[src/rtl/counter_pkg.sv]
// -----------------------------------------------------------------------------
// counter_pkg
// Shared definitions for the modulo-N up/down counter and its prescaler.
//   CNT_UP / CNT_DOWN : encodings of the direction input (up_i).
//   clog2_min1()      : ceil(log2(n)), but never less than 1. It sizes the
//                       prescaler so that PRESCALE=1 still gets a legal
//                       one-bit register.
// -----------------------------------------------------------------------------
package counter_pkg;

  localparam logic CNT_UP   = 1'b1;
  localparam logic CNT_DOWN = 1'b0;

  function automatic int clog2_min1(input int n);
    int w;
    w = $clog2(n);
    return (w < 1) ? 1 : w;
  endfunction

endpackage

[src/rtl/module_prescaler.sv]
// -----------------------------------------------------------------------------
// module_prescaler
// Divides enabled clock cycles by PRESCALE. The module produces one step
// indication every PRESCALE cycles in which en_i is high. The phase is held
// while en_i is low. A restart sends the phase back to zero.
//
// Parameters
//   PRESCALE  : number of enabled cycles per step (>= 1)
// Ports
//   clk       in  system clock, rising edge
//   rst       in  asynchronous reset, active-low
//   en_i      in  advance the phase this cycle
//   restart_i in  synchronous return of the phase to zero (highest priority)
//   tick      out high in the enabled cycle that completes a period
//                 (combinational; the parent registers the result)
// -----------------------------------------------------------------------------
module module_prescaler
  import counter_pkg::*;
#(
  parameter int PRESCALE = 10
) (
  input  logic clk,
  input  logic rst,
  input  logic en_i,
  input  logic restart_i,
  output logic tick
);

  localparam int            PW   = clog2_min1(PRESCALE);
  localparam logic [PW-1:0] LAST = PW'(PRESCALE - 1);

  logic [PW-1:0] phase_p0;

  always_ff @(posedge clk or negedge rst) begin
    if (!rst) begin
      phase_p0 <= '0;
    end else if (restart_i) begin
      phase_p0 <= '0;
    end else if (en_i) begin
      if (phase_p0 == LAST) begin
        phase_p0 <= '0;
      end else begin
        phase_p0 <= phase_p0 + PW'(1);
      end
    end
  end

  assign tick = en_i && (phase_p0 == LAST);

endmodule

[src/rtl/module_updown_counter.sv]
// -----------------------------------------------------------------------------
// module_updown_counter
// Modulo-MODULUS up/down counter with an optional prescaler, synchronous clear
// and load, and registered step (tick_o) and wrap (tc_o) pulses.
// The priority order is rst, clear_i, load_i, then step.
//
// Configuration macro: UPDOWN_COUNTER_PRESCALER_EN
//   defined   : a module_prescaler instance divides enabled cycles by PRESCALE.
//   undefined : there is no prescaler. Every cycle with en_i=1 is a step cycle,
//               and PRESCALE is checked but otherwise ignored.
//
// Parameters
//   WIDTH     : count width
//   MODULUS   : count range is 0..MODULUS-1, with 2 <= MODULUS <= 2**WIDTH
//   PRESCALE  : enabled cycles per step (>= 1)
// Ports
//   clk        in  system clock, rising edge
//   rst        in  asynchronous reset, active-low
//   en_i       in  enable; low freezes the prescaler and the count
//   up_i       in  direction (1 = up, 0 = down), sampled on the step cycle
//   clear_i    in  synchronous clear of the count and the prescaler
//   load_i     in  synchronous load of load_val_i (clamped to MODULUS-1)
//   load_val_i in  load value
//   count_o    out registered count
//   tick_o     out one-cycle pulse with every count step
//   tc_o       out one-cycle pulse with every wrap
// -----------------------------------------------------------------------------
module module_updown_counter
  import counter_pkg::*;
#(
  parameter int WIDTH    = 6,
  parameter int MODULUS  = 60,
  parameter int PRESCALE = 10
) (
  input  logic             clk,
  input  logic             rst,
  input  logic             en_i,
  input  logic             up_i,
  input  logic             clear_i,
  input  logic             load_i,
  input  logic [WIDTH-1:0] load_val_i,
  output logic [WIDTH-1:0] count_o,
  output logic             tick_o,
  output logic             tc_o
);

  localparam int               EW      = WIDTH + 1;
  localparam logic [WIDTH-1:0] MAX_CNT = WIDTH'(MODULUS - 1);
  // MODULUS may equal 2**WIDTH, so the load comparison uses one extra bit.
  localparam logic [EW-1:0]    MOD_EXT = EW'(MODULUS);

  if ((MODULUS < 2) || (longint'(MODULUS) > (longint'(1) << WIDTH))) begin : g_bad_modulus
    $error("module_updown_counter: MODULUS must lie in 2..2**WIDTH");
  end
  if (PRESCALE < 1) begin : g_bad_prescale
    $error("module_updown_counter: PRESCALE must be at least 1");
  end

  function automatic logic [WIDTH-1:0] clamp_load(input logic [WIDTH-1:0] v);
    if ({1'b0, v} >= MOD_EXT) begin
      return MAX_CNT;
    end
    return v;
  endfunction

  // ---- stage p0: step decision -------------------------------------------
  logic step_p0;

`ifdef UPDOWN_COUNTER_PRESCALER_EN
  logic presc_tick;

  // A clear or a load restarts the prescaler period.
  module_prescaler #(
    .PRESCALE (PRESCALE)
  ) u_prescaler (
    .clk       (clk),
    .rst       (rst),
    .en_i      (en_i),
    .restart_i (clear_i | load_i),
    .tick      (presc_tick)
  );

  assign step_p0 = presc_tick;
`else
  assign step_p0 = en_i;
`endif

  logic [WIDTH-1:0] count_nxt;
  logic             tick_nxt;
  logic             tc_nxt;
  logic [WIDTH-1:0] count_p1;
  logic             tick_p1;
  logic             tc_p1;

  // Wrap is detected by comparison against the bounds, never by carry, so a
  // non-power-of-two MODULUS wraps exactly.
  always_comb begin
    count_nxt = count_p1;
    tick_nxt  = 1'b0;
    tc_nxt    = 1'b0;
    if (clear_i) begin
      count_nxt = '0;
    end else if (load_i) begin
      count_nxt = clamp_load(load_val_i);
    end else if (step_p0) begin
      tick_nxt = 1'b1;
      case (up_i)
        CNT_UP: begin
          if (count_p1 == MAX_CNT) begin
            count_nxt = '0;
            tc_nxt    = 1'b1;
          end else begin
            count_nxt = count_p1 + WIDTH'(1);
          end
        end
        CNT_DOWN: begin
          if (count_p1 == '0) begin
            count_nxt = MAX_CNT;
            tc_nxt    = 1'b1;
          end else begin
            count_nxt = count_p1 - WIDTH'(1);
          end
        end
      endcase
    end
  end

  // ---- stage p1: registered count and pulses -----------------------------
  always_ff @(posedge clk or negedge rst) begin
    if (!rst) begin
      count_p1 <= '0;
      tick_p1  <= 1'b0;
      tc_p1    <= 1'b0;
    end else begin
      count_p1 <= count_nxt;
      tick_p1  <= tick_nxt;
      tc_p1    <= tc_nxt;
    end
  end

  assign count_o = count_p1;
  assign tick_o  = tick_p1;
  assign tc_o    = tc_p1;

endmodule

[config.mk]
export PLATFORM = sky130hd
export DESIGN_NAME = module_updown_counter
export DESIGN_NICKNAME = d
export VERILOG_FILES = /design/src/rtl/counter_pkg.sv /design/src/rtl/module_prescaler.sv /design/src/rtl/module_updown_counter.sv
export SDC_FILE = /design/constraint.sdc
export NUM_CORES = 1
export LEC_CHECK = 0
export BUFFER_PORTS_ARGS = -buffer_cell sky130_fd_sc_hd__buf_4
export CELL_PAD_IN_SITES_DETAIL_PLACEMENT = 0
export CELL_PAD_IN_SITES_GLOBAL_PLACEMENT = 1
export CORE_UTILIZATION = 38
export CTS_BUF_LIST = sky130_fd_sc_hd__clkbuf_8
export CTS_CLUSTER_SIZE = 16
export DETAILED_ROUTE_END_ITERATION = 6
export PLACE_DENSITY = 0.91
export SLEW_MARGIN = 20
export SYNTH_ARGS = -nofsm -noshare
export SYNTH_HDL_FRONTEND = slang
export SYNTH_SLANG_ARGS = --single-unit
[constraint.sdc]
create_clock -name clk -period 2.1 [get_ports clk]
set_clock_uncertainty 0.1 [all_clocks]
set_input_delay 0 -clock clk [delete_from_list [all_inputs] [get_ports clk]]
set_output_delay 0 -clock clk [all_outputs]
set_load 0.005 [all_outputs]
==> impl_metrics.ini, run 1 <==
[synthesis]
number_of_register_bits_inferred_by_synthesis = 8
ys_seq_area_frac = 0.286
yosys_most_used_dff = sky130_fd_sc_hd__dfrtp_1
synthCells = 87
async_flop_share = 1.00
share_of_the_synthesized_area_in_the_top_cell_type = 0.286
synthDistinctLibCells = 37
ys_top_cells_by_count = sky130_fd_sc_hd__a21oi_1, sky130_fd_sc_hd__dfrtp_1, sky130_fd_sc_hd__clkbuf_1
synth_enable_flop_cells = 0
synth_area_per_cell_sq_um = 8.05
synth_warn = 0
synth.net_count = 102
netlist_area_before_placement_sq_um = 701
yosys-top-cells-area = sky130_fd_sc_hd__dfrtp_1, sky130_fd_sc_hd__a21oi_1, sky130_fd_sc_hd__ha_1, sky130_fd_sc_hd__nor3b_1, sky130_fd_sc_hd__clkbuf_1
cell_accounting_for_the_most_synthesized_area = sky130_fd_sc_hd__dfrtp_1

[timing]
max-slew-margin-rel = 0.736
rsz0062_at_grt = no
final_setup_violation_count = 0
maxClockFrequency_ghz = 0.515
tightestPinTransition_ns = 0.386
finalWorstPathRequiredPeriod_ns = 1.94
final.period_utilization = 0.925
slew_violations = 0
final-hold-violation-count = 0
fin_tns_setup_ns = 0

[cells_and_area]
multi_input_area_sq_um = 450
fillers = 169
flow.area_growth_from_synthesis_pct = 39.5
final_nets = 128
sequential_standard_cell_area_sq_um = 200
post_layout_nonfiller_instances = 136
design_area_sq_um = 977
num_antenna_cells = 0
final_layout_size_suffix_gt1_frac = 0.252

[flow_run]
max_cap_violations = 0

[clocking]
cts_setup_buffers = 0
cts_resized = 0
clk_pin_slew_ns = 0.05
cts_tree = done
clockRootBuffer = sky130_fd_sc_hd__clkbuf_8
clockBufferDepth = 2
clock-sinks = 8
clk_latency_ns = 0.24
ctsHoldBuffers = 7
cts_htree_levels = 1
cts_inserted_buffers = 3

[floorplanning]
floorplan.die.width_um = 44.9
core-area_sq_mm = 0.00173
die_height_um = 44.9
initial_core_utilization = 0.406
rows = 15
die_area_sq_mm = 0.00202
design.portCount = 20

[hold_path]
hold_path_class = input pin to flip-flop
holdPathStages = 3
worstHoldStart = en_i
timing.hold.worst_endpoint = count_o[0]

[critical_path]
worst_setup_path_start_kind = flip-flop
crit_path_cell_trace = or3_4, or4b_4, a31o_1, o21ai_1
cp_data_required_time_ns = 2.16
timing.reg2reg.worst_path_depth = 4
path_buf_inv = 0
critical_r2r_launch = count_o[3]
worst_setup_path_class = flip-flop to flip-flop
regToRegEndpoint = count_o[0]
timing.critical_path.slowest_stage_cell = sky130_fd_sc_hd__or4b_4
setup.reg_to_reg.worst_slack_ns = 0.16
cp_data_arrival_time_ns = 2.00
critPathTopFamily = simple AND/OR/NAND/NOR gates
worst-path-max-fanout = 12
crit_path_max_incr_delay_ns = 0.50
crit_end_element = flip-flop

[route]
detailedRoute.firstIterationViolations = 39
drc = 0
postRouteAntennaNets = 0
route.final.wire_length_mm = 1.87
wl_per_cell_um = 13.7
detailedRoute.firstPassIterationCount = 4
viasPerCell = 5.71
detailroute.via_count = 776

[global_routing]
grt_use_total = 0.220
pin_count_of_the_biggest_net_entering_global_routing = 15
remaining_overflow_grt = 0
number_of_antenna_violations_at_the_first_check_in_global_routing = 0
global_route_wire_length_before_repair_mm = 3.05
grt_pass1_vias = 644

[place]
placedCellCount = 126
detailed_place_hpwl_mm = 1.31
place_area_sq_um = 866
port-buffer-count = 19
gp_congestion = 0.791

[power_and_ir_drop]
vdd_ir_drop_max_mv = 0.270
power.leakage_nw = 0.420
power.density_mw_per_mm2 = 562
finalPower_uw = 549

[outcome]
status = completed
how the worst max path moves through the flow:
stage / slack, ns / cells past startpoint / end / from
global placement: 0.23 / 4 / count_o[0] / count_o[3]
finish: 0.16 / 4 / count_o[0] / count_o[3]
floorplan: 0.28 / 4 / count_o[0] / count_o[4]
global route: 0.09 / 5 / count_o[0] / count_o[0]
CTS: 0.16 / 4 / count_o[0] / count_o[3]
detailed placement: 0.18 / 4 / count_o[0] / count_o[3]
sequential cells by signal (all words and copies together), names as in the netlist:
signal and count:
tick_o 1, tc_o 1, count_o 6
through the flow:
stage | hold WS (ns) | utilization | setup WS (ns)
floorplan | -0.396 | - | 0.275
global placement | -0.275 | 0.501 | 0.230
detailed placement | -0.271 | 0.501 | 0.177
CTS | 0.00327 | 0.566 | 0.158
global route | 0.0317 | 0.566 | 0.0859
finish | 0.00632 | 0.566 | 0.158
area by class of cell:
| cell class | count | share of cell area |
|---|---|---|
| inverter | 5 | 0.0192 |
| tap | 25 | 0.0320 |
| multi-input combinational | 66 | 0.461 |
| sequential | 8 | 0.205 |
| clock buffer | 3 | 0.0423 |
| timing repair buffer | 29 | 0.241 |
per-layer routing:
metal,share of wire,global-route usage,vias to the layer above
met1,0.44,0.293,351
met3,0.073,0.0480,4
li1,-,-,377
met2,0.47,0.328,44
met5,0,0,-
met4,0.017,0.127,0
cell families (layout without fill, tap and decap cells):
logic type,count (synthesis),in the layout,synth area share
adder cells (fa/ha/maj),3,3,0.0536
flip-flops,8,8,0.286
AND/OR/NAND/NOR,32,32,0.284
multiplexers,2,2,0.0286
XOR/XNOR,3,3,0.0375
AO/OA/AOI/OAI,26,26,0.239
buffers and inverters,13,37,0.0714
power by group:
part / internal (mW) / switching, mW
Combinational: 0.0898 / 0.0813
Sequential: 0.165 / 0.0160
Clock: 0.125 / 0.0716
Total: 0.380 / 0.169
worst register-to-register path, stage by stage (launching register included):
cell,delay [ns]
sky130_fd_sc_hd__dfrtp_1,0.49
sky130_fd_sc_hd__or3_4,0.43
sky130_fd_sc_hd__or4b_4,0.50
sky130_fd_sc_hd__a31o_1,0.23
sky130_fd_sc_hd__o21ai_1,0.11
layout by cell type, fill, tap and decap left out, drive strengths merged, types with 2 or more instances in the layout:
cell type / n
o21ai: 5
a21oi: 8
dlygate4sd3: 7
xor2: 2
and4: 2
nor3: 5
ha: 3
a31oi: 2
clkbuf: 3
buf: 22
nor2: 5
nand3: 3
nand2: 4
inv: 5
dfrtp: 8
nor3b: 5
mux2i: 2
or4b: 2
No activity file was read; power rests on OpenSTA's default activity.
==> run 2: changes to the inputs <==
--- a/config.mk
+++ b/config.mk
@@ -13,6 +13,7 @@
 export CTS_CLUSTER_SIZE = 16
 export DETAILED_ROUTE_END_ITERATION = 6
 export PLACE_DENSITY = 0.91
+export SETUP_SLACK_MARGIN = 0.3
 export SLEW_MARGIN = 20
 export SYNTH_ARGS = -nofsm -noshare
 export SYNTH_HDL_FRONTEND = slang
==> run 2 against run 1 <==
  * Global-route usage rose by 1.2 points
  * Largest power group is now combinational cells
  * Largest cell class unchanged
  * Count of clock-buffer cells in the layout unchanged
  * The flow now finishes with violations (hold timing)
  * Highest routed layer unchanged
  * Die area unchanged
  * Utilization is 3.6 points higher
==> impl_metrics.ini, run 2 (same netlist as run 1, synthesis figures left out) <==
[critical_path]
worst_setup_path_start_kind = flip-flop
cp_data_arrival_time_ns = 1.85
regToRegEndpoint = count_o[0]
setup.reg_to_reg.worst_slack_ns = 0.31
critical_r2r_launch = count_o[3]
crit_end_element = flip-flop
timing.reg2reg.worst_path_depth = 4
cp_data_required_time_ns = 2.16
worst_setup_path_class = flip-flop to flip-flop
worst-path-max-fanout = 3

[clocking]
clk_pin_slew_ns = 0.05
cts_inserted_buffers = 3
cts_tree = done
clk_latency_ns = 0.24
clockBufferDepth = 2
cts_htree_levels = 1
clock-sinks = 8
clockRootBuffer = sky130_fd_sc_hd__clkbuf_8

[cells_and_area]
num_antenna_cells = 0
final_common_cell = sky130_fd_sc_hd__buf_4
largest_reg_flops = 6
multi_input_area_sq_um = 474
final_layout_size_suffix_gt1_frac = 0.359
sequential_standard_cell_area_sq_um = 203
fillers = 152
flow.area_growth_from_synthesis_pct = 48.4
final_nets = 133
final_cell_mix = sky130_fd_sc_hd__buf_4, sky130_fd_sc_hd__a21oi_1, sky130_fd_sc_hd__dfrtp_1

[global_routing]
grt_pass1_vias = 760
number_of_antenna_violations_at_the_first_check_in_global_routing = 0
remaining_overflow_grt = 0
global_route_wire_length_before_repair_mm = 3.35
pin_count_of_the_biggest_net_entering_global_routing = 15
grt_use_total = 0.233

[route]
topRoutingLayerUsed = met4
route.final.wire_length_mm = 2.01
drc = 0
met3_wirelength_um = 148
routedLengthMet1_um = 846
viasPerCell = 5.68
wl_per_cell_um = 14.2
detailroute.via_count = 807
detailedRoute.firstPassIterationCount = 4
met2_length_um = 973
detailedRoute.firstIterationViolations = 41
postRouteAntennaNets = 0

[hold_path]
timing.hold.worst_endpoint = count_o[3]
worstHoldStart = load_val_i[3]
hold_path_class = input pin to flip-flop
holdPathStages = 3

[power_and_ir_drop]
power.leakage_nw = 0.453
vdd_ir_drop_max_mv = 0.379
finalPower_uw = 571
power.density_mw_per_mm2 = 549

[floorplanning]
floorplan.die.width_um = 44.9
die_area_sq_mm = 0.00202
design.portCount = 20
initial_core_utilization = 0.406
die_height_um = 44.9
core-area_sq_mm = 0.00173
rows = 15

[timing]
final-hold-violation-count = 1
max-slew-margin-rel = 0.743
maxClockFrequency_ghz = 0.559
fin_tns_setup_ns = 0
finalWorstPathRequiredPeriod_ns = 1.79
final.hold.worst_slack_ns = -0.000597
final_setup_violation_count = 0
tightestPinTransition_ns = 0.375
rsz0062_at_grt = yes
final.period_utilization = 0.853
slew_violations = 0

[place]
port-buffer-count = 19
detailed_place_hpwl_mm = 1.38
gp_congestion = 0.828

[outcome]
status = finished, violations left
violations = hold timing

[flow_run]
max_cap_violations = 0
==> run 2: changes by cell type in the layout (fill, tap and decap cells not counted), moves of 2 or more <==
cell,before,now
sky130_fd_sc_hd__dfrtp_2,0,2
sky130_fd_sc_hd__buf_4,22,29
sky130_fd_sc_hd__ha_1,3,1
sky130_fd_sc_hd__dlygate4sd3_1,7,5
sky130_fd_sc_hd__dfrtp_1,8,6
sky130_fd_sc_hd__inv_2,0,2
==> run 2: cell type report <==
type / count / area share
clock inverters: 1 / 0.00361
repair buffers: 34 / 0.258
clock buffers: 3 / 0.0397
inverters: 5 / 0.0181
multi-input cells: 66 / 0.456
well taps: 25 / 0.0301
flip-flops and latches: 8 / 0.195
==> run 2: worst max-delay path by stage <==
stage / from / to / slack [ns] / depth (start not counted)
3_5_place_dp: count_o[4] / count_o[0] / 0.26 / 4
4_1_cts: count_o[2] / count_o[0] / 0.30 / 4
3_3_place_gp: count_o[4] / count_o[0] / 0.27 / 4
6_report: count_o[3] / count_o[0] / 0.31 / 4
2_1_floorplan: count_o[4] / count_o[0] / 0.31 / 4
5_1_grt: count_o[3] / count_o[0] / 0.25 / 4
==> run 2: report_power, final <==
group | internal (mW) | total (mW) | leakage, nW | switching (mW)
sequential | 0.166 | 0.175 | 0.103 | 0.00939
clock | 0.127 | 0.195 | 0.0269 | 0.0676
combinational | 0.105 | 0.201 | 0.323 | 0.0958
==> run 2: worst max-delay path, cell delays in order, from the launching register on <==
cell,delay [ns]
sky130_fd_sc_hd__dfrtp_1,0.38
sky130_fd_sc_hd__or3_4,0.40
sky130_fd_sc_hd__or4b_4,0.50
sky130_fd_sc_hd__a31o_1,0.23
sky130_fd_sc_hd__o21ai_1,0.11
==> run 2: timing repair <==
item / CTS / global route
endpoints found under the setup margin: 2 / 3
hold buffers: 5 / 0
gates resized for setup: 5 / 3
endpoints found under the hold margin: 13 / 0
pin swaps: 0 / 0
setup buffers: 5 / 1
==> run 2: stage by stage <==
step	instances	util	setup slack [ns]	instance area (sq um)
floorplan	87	-	0.307	702
global placement	127	0.507	0.270	875
detailed placement	127	0.507	0.258	875
CTS	141	0.588	0.303	1020
global route	142	0.602	0.245	1040
finish	142	0.602	0.309	1040
==> run 2: layer usage <==
layer / up-vias / global-route usage
met2: 40 / 0.406
met5: - / 0
li1: 386 / -
met1: 375 / 0.267
met3: 6 / 0.0560
met4: 0 / 0.103
